<file path="config.mk">
export PLATFORM = sky130hd
export DESIGN_NAME = branch_predictor
export DESIGN_NICKNAME = d
export VERILOG_FILES = /design/src/rtl/branch_predictor.sv
export SDC_FILE = /design/constraint.sdc
export NUM_CORES = 2
export LEC_CHECK = 0
export CORE_UTILIZATION = 50
export DETAILED_ROUTE_END_ITERATION = 6
export PLACE_DENSITY = 0.69
export RECOVER_POWER = 25
export SYNTH_ARGS = -nofsm -noshare
export SYNTH_HDL_FRONTEND = slang
export SYNTH_SLANG_ARGS = --single-unit
</file>
<file path="constraint.sdc">
create_clock -name clk -period 6.7 [get_ports clk]
set_input_delay 1.34 -clock clk [delete_from_list [all_inputs] [get_ports clk]]
set_output_delay 1.34 -clock clk [all_outputs]
set_load 0.01 [all_outputs]
</file>
<file path="src/rtl/branch_predictor.sv">
// Set-associative BTB with per-entry saturating direction counters.
// Lookup results are registered; updates resolve hit/allocate in one cycle.
module branch_predictor #(
    parameter int DATA_WIDTH = 32,
    parameter int SETS       = 16,
    parameter int WAYS       = 2,
    parameter int CTR_BITS   = 2
) (
    input  logic                  clk,
    input  logic                  rst,
    input  logic                  flush,
    input  logic                  lookup_valid,
    input  logic [DATA_WIDTH-1:0] lookup_pc,
    output logic                  pred_valid,
    output logic                  pred_hit,
    output logic                  pred_taken,
    output logic [DATA_WIDTH-1:0] pred_trgt,
    input  logic                  update_valid,
    input  logic [DATA_WIDTH-1:0] update_pc,
    input  logic                  update_taken,
    input  logic [DATA_WIDTH-1:0] update_trgt,
    output logic                  ready
);

    localparam int IDX_W = $clog2(SETS);
    localparam int TAG_W = DATA_WIDTH - IDX_W - 2;
    localparam int PTR_W = (WAYS > 1) ? $clog2(WAYS) : 1;
    localparam logic [CTR_BITS-1:0] CTR_INIT = CTR_BITS'(1) << (CTR_BITS - 1);

    typedef enum logic {SWEEP, RUN} state_t;

    state_t             state_q;
    logic [IDX_W-1:0]   sweep_idx_q;
    logic               pred_valid_q, pred_hit_q, pred_taken_q;
    logic [DATA_WIDTH-1:0] pred_trgt_q;

    logic [WAYS-1:0]       valid_q  [SETS];
    logic [TAG_W-1:0]      tag_q    [SETS][WAYS];
    logic [DATA_WIDTH-1:0] trgt_q   [SETS][WAYS];
    logic [CTR_BITS-1:0]   ctr_q    [SETS][WAYS];
    logic [PTR_W-1:0]      victim_q [SETS];

    logic [IDX_W-1:0] lk_idx, up_idx;
    logic [TAG_W-1:0] lk_tag, up_tag;
    logic [WAYS-1:0]  lk_match, up_match;
    logic unused_pc_bits;

    assign lk_idx = lookup_pc[IDX_W+1:2];
    assign lk_tag = lookup_pc[DATA_WIDTH-1:IDX_W+2];
    assign up_idx = update_pc[IDX_W+1:2];
    assign up_tag = update_pc[DATA_WIDTH-1:IDX_W+2];
    assign unused_pc_bits = ^{lookup_pc[1:0], update_pc[1:0]};

    for (genvar gi = 0; gi < WAYS; gi++) begin : g_cmp
        assign lk_match[gi] = valid_q[lk_idx][gi] && (tag_q[lk_idx][gi] == lk_tag);
        assign up_match[gi] = valid_q[up_idx][gi] && (tag_q[up_idx][gi] == up_tag);
    end

    logic                  lk_hit, lk_taken;
    logic [DATA_WIDTH-1:0] lk_trgt;

    always_comb begin
        lk_hit   = |lk_match;
        lk_taken = 1'b0;
        lk_trgt  = '0;
        for (int w = 0; w < WAYS; w++) begin
            if (lk_match[w]) begin
                lk_taken = ctr_q[lk_idx][w][CTR_BITS-1];
                lk_trgt  = trgt_q[lk_idx][w];
            end
        end
    end

    logic                up_hit, free_found;
    logic [PTR_W-1:0]    up_way, free_way, alloc_way, victim_next;
    logic [CTR_BITS-1:0] cur_ctr, ctr_next;

    // Downward scan leaves the lowest-numbered invalid way in free_way.
    always_comb begin
        up_hit     = |up_match;
        up_way     = '0;
        free_found = 1'b0;
        free_way   = '0;
        for (int w = WAYS - 1; w >= 0; w--) begin
            if (up_match[w]) up_way = PTR_W'(w);
            if (!valid_q[up_idx][w]) begin
                free_found = 1'b1;
                free_way   = PTR_W'(w);
            end
        end
        alloc_way   = free_found ? free_way : victim_q[up_idx];
        victim_next = (victim_q[up_idx] == PTR_W'(WAYS - 1)) ? '0 : victim_q[up_idx] + 1'b1;
        cur_ctr     = ctr_q[up_idx][up_way];
        if (update_taken) ctr_next = (cur_ctr == '1) ? cur_ctr : cur_ctr + 1'b1;
        else              ctr_next = (cur_ctr == '0) ? cur_ctr : cur_ctr - 1'b1;
    end

    logic run_ok, do_hit, do_alloc;
    assign run_ok   = (state_q == RUN) && !rst && !flush;
    assign do_hit   = run_ok && update_valid && up_hit;
    assign do_alloc = run_ok && update_valid && !up_hit && update_taken;

    // Storage has no reset: the sweep clears valid bits and victim pointers.
    always_ff @(posedge clk) begin
        if (state_q == SWEEP) begin
            valid_q[sweep_idx_q]  <= '0;
            victim_q[sweep_idx_q] <= '0;
        end
        if (do_hit) begin
            ctr_q[up_idx][up_way] <= ctr_next;
            if (update_taken) trgt_q[up_idx][up_way] <= update_trgt;
        end
        if (do_alloc) begin
            valid_q[up_idx][alloc_way] <= 1'b1;
            tag_q[up_idx][alloc_way]   <= up_tag;
            trgt_q[up_idx][alloc_way]  <= update_trgt;
            ctr_q[up_idx][alloc_way]   <= CTR_INIT;
            if (!free_found) victim_q[up_idx] <= victim_next;
        end
    end

    always_ff @(posedge clk) begin
        if (rst) begin
            state_q      <= SWEEP;
            sweep_idx_q  <= '0;
            pred_valid_q <= 1'b0;
            pred_hit_q   <= 1'b0;
            pred_taken_q <= 1'b0;
            pred_trgt_q  <= '0;
        end else begin
            if (flush) begin
                state_q     <= SWEEP;
                sweep_idx_q <= '0;
            end else if (state_q == SWEEP) begin
                sweep_idx_q <= sweep_idx_q + 1'b1;
                if (sweep_idx_q == IDX_W'(SETS - 1)) state_q <= RUN;
            end
            pred_valid_q <= run_ok && lookup_valid;
            if (run_ok && lookup_valid) begin
                pred_hit_q   <= lk_hit;
                pred_taken_q <= lk_taken;
                pred_trgt_q  <= lk_trgt;
            end
        end
    end

    assign pred_valid = pred_valid_q;
    assign pred_hit   = pred_hit_q;
    assign pred_taken = pred_taken_q;
    assign pred_trgt  = pred_trgt_q;
    assign ready      = (state_q == RUN);

endmodule

</file>
==> results.toml <==
[detailed_routing]
vias_per_cell = 6.662
drt-total-wl_mm = 240.6
dr_total_vias = 46470
first_pass_iters = 7
ant_nets = 0
wire_per_inst_um = 34.50
drt-initial-drc-count = 6279
drc_errors = 1

[cts]
postCtsSetupRepairBufs = 0
cts-htree-levels = 4
cts_tree = "yes"
cts.clk_slew.worst_paths_ps = 60
clock-sinks = 2008
cts_buffers = 201
root_buffer = "clkbuf_16"
cts.hold.buffers_added = 0
insertion_delay_ps = 870
cts_resized = 0
cts_max_path_buffers = 3

[min_path]
hold_path_class = "flip-flop to flip-flop"
holdPathEnd = "pred_trgt[24]"
hp-start = "pred_trgt[24]"
hold_depth = 1

[worst_setup_path]
rr_worst_depth = 12
critical-path-slowest-cell = "clkbuf_1"
criticalPathCategory = "input pin to flip-flop"
crit_family = "buffers and inverters"
worst_setup_path_end_kind = "flip-flop"
critPathMaxStageDelay_ps = 1110
startpoint_type = "input pin"
rrSetupSlack_ps = 2030
path_buf_inv = 5
r2r_end = "valid_q[1][1]"
timing.rr.start = "tag_q[7][48]"
crit_fanout = 34
crit_chain = "dlygate4sd3_1, clkbuf_1, xnor2_1, nor4_1, o221ai_1, or4_1, and3_1, nand2_1, buf_12, buf_4, inv_1"
required_ps = 7100
crit_arrival_ps = 6300

[synthesis]
synth_cell_type_count = 83
synth_top_family_by_area = "multiplexers"
synth_xor_xnor_area_share = 0.01095
syn_nets = 4212
synth_edf_count = 1968
syn-cell-area_um2 = 86270
synthTopCellsByArea = "edfxtp_1, mux4_2, mux2i_1"
synth-main-ff-cell = "edfxtp_1"
syn_inst = 4109
muxShareOfSynthArea = 0.2268
synthArstFlopShare = 0
synthAdderAreaFrac = 0.0006091
syn_area_per_cell_um2 = 21.00
synth_simple_gate_area_frac = 0.02328
synth-seq-cells = 2008
yosys_warnings = 0
ys_seq_area_frac = 0.6943
synth_compound_area_frac = 0.02497
yosysTopAreaCellShare = 0.6850
synth_largest_area_cell = "edfxtp_1"

[power]
swShare = 0.2214
power_density_nw_per_um2 = 267.3
max-vdd-ir-drop_mv = 0.2721
p_leak_nw = 31.13
clockPowerShare = 0.416
pwr-share-comb = 0.066
switching_power_mw = 5.889
internal_power_mw = 20.72
seqPwrFrac = 0.519

[timing]
rsz0062_at_grt = "false"
hold_viol = 0
finalSetupViolCount = 0
tightest_slew_ps = 1764
fmax_mhz = 169.4
finalSetupTns_ps = 0
clock-skew-final_ps = 62.63
period_share = 0.8810
period_minus_slack_ps = 5903
maxSlewViolCount = 281
slew_headroom = -0.1762

[global_routing]
grt_pass1_vias = 46610
grtUsageMet1 = 0.3818
grt_first_pass_wirelength_mm = 340.4
antenna_found_initial = 13
grt_usage = 0.2774
met3_usage = 0.06326
met2_usage = 0.4342
grt_overflow = 0
global_route.peak_usage_layer = "met2"
grt_max_degree = 95

[cells_and_area]
drive_gt1_frac = 0.3255
fin_area_um2 = 99550
area_growth_pct = 15.39
nNetsFinal = 4582
seq_area_um2 = 59900
multi_input_area_um2 = 25200
fillers = 12470

[floorplanning]
dieArea_um2 = 174200
coreArea_um2 = 171500
num_rows = 152
fp.dieH_um = 417.4
pin_count = 138
initial_utilization = 0.5029
die_w_um = 417.4

[placed_design]
dpl_cell_area_um2 = 93130
dp_hpwl_mm = 148.9
routabilityCongestion = 0.9473
port_buffers = 133

[outcome]
status = "finished with violations"
violations = "design-rule violations, max-capacitance violations, max-slew violations"

[run]
cap_violations = 9
==> cell type report <==
cell class | instances | area share
Clock buffer | 238 | 0.05224
Tap cell | 2310 | 0.02903
Antenna cell | 10 | 0.0002514
Inverter | 30 | 0.001169
Multi-Input combinational cell | 1799 | 0.2532
Sequential cell | 2008 | 0.6017
Timing Repair Buffer | 439 | 0.04945
Clock inverter | 141 | 0.01298
==> per-layer routing <==
metal	part of all wire	vias up
met1	0.38	24620
met3	0.10	543
li1	-	18400
met5	0.00016	-
met2	0.48	2905
met4	0.040	6
==> cell usage after synthesis (all sizes together) (5+ instances only) <==
cell    count
a31o       18
a31oi       6
a211oi     28
nor2b      20
xor2       20
edfxtp   1968
nor2       94
o31ai      26
a22oi      24
or3        20
nand4      16
nor4       14
nand2     126
mux2i     135
mux2       47
and3        8
xnor2      87
a21o       19
dfxtp      40
o211ai      5
o22ai      28
nand3      51
mux4      784
buf       168
o21ai      52
nor3       43
a221oi     18
nand2b      7
and2        6
a21oi      31
clkbuf    104
inv        29
==> metrics by stage <==
step                hold WS, ps  instances  total power, mW    util  worst slack, ps
global route              463.9       6968            27.25  0.5802            658.8
detailed placement        440.3       6586            15.80  0.5429            292.5
CTS                       454.2       6965            26.71  0.5807             1152
finish                    452.4       6975            26.61  0.5803            797.5
floorplan                 481.7       4109            15.09       -            353.6
global placement          433.4       6586            15.78  0.5429            383.4
==> how the worst max path moves through the flow <==
stage | start | to | slack [ps] | depth (start not counted)
floorplan | update_pc[3] | tag_q[13][26] | 350 | 15
global placement | update_pc[2] | ctr_q[0][2] | 380 | 14
detailed placement | update_pc[2] | ctr_q[0][2] | 290 | 14
CTS | update_pc[2] | ctr_q[8][2] | 1150 | 14
global route | update_pc[7] | ctr_q[15][0] | 660 | 10
finish | update_pc[7] | valid_q[1][1] | 800 | 11
==> power groups by stage <==
stage               registers (mW)  logic, mW  clock network, mW
floorplan                     14.1       1.03                  0
global placement              14.1       1.72                  0
detailed placement            14.1       1.74                  0
CTS                           13.8       1.74               11.2
global route                  13.8       1.82               11.6
finish                        13.8       1.74               11.1
==> registers in the layout, summed over array words and instances (netlist names) <==
register	flops
trgt_q	1024
tag_q	832
ctr_q	64
pred_trgt	32
valid_q	32
victim_q	16
sweep_idx_q	4
pred_hit	1
pred_taken	1
pred_valid	1
ready	1
==> layout by cell type (no fill, tap or decap), drive strengths merged, types with 16 or more instances in the layout <==
cell              n
or3              20
a21oi            31
nor2b            20
edfxtp         1968
nand4            16
clkinv          113
nor3             43
xor2             20
mux2             47
nand2           126
inv              36
dlygate4sd3      40
clkdlybuf4s50    85
clkbuf          266
o21ai            52
dfxtp            40
a22oi            24
nand3            51
xnor2            87
mux4            784
o22ai            28
a31o             18
a211oi           28
mux2i           135
nor2             94
buf             286
o31ai            26
a221oi           18
bufinv           16
a21o             19
==> cell families after synthesis <==
family / after synthesis
flops: 2008
mux: 966
simple gates: 419
compound gates: 302
buf+inv: 302
xor+xnor: 107
fa+ha+maj: 5
(Power assumes the default switching activity.)
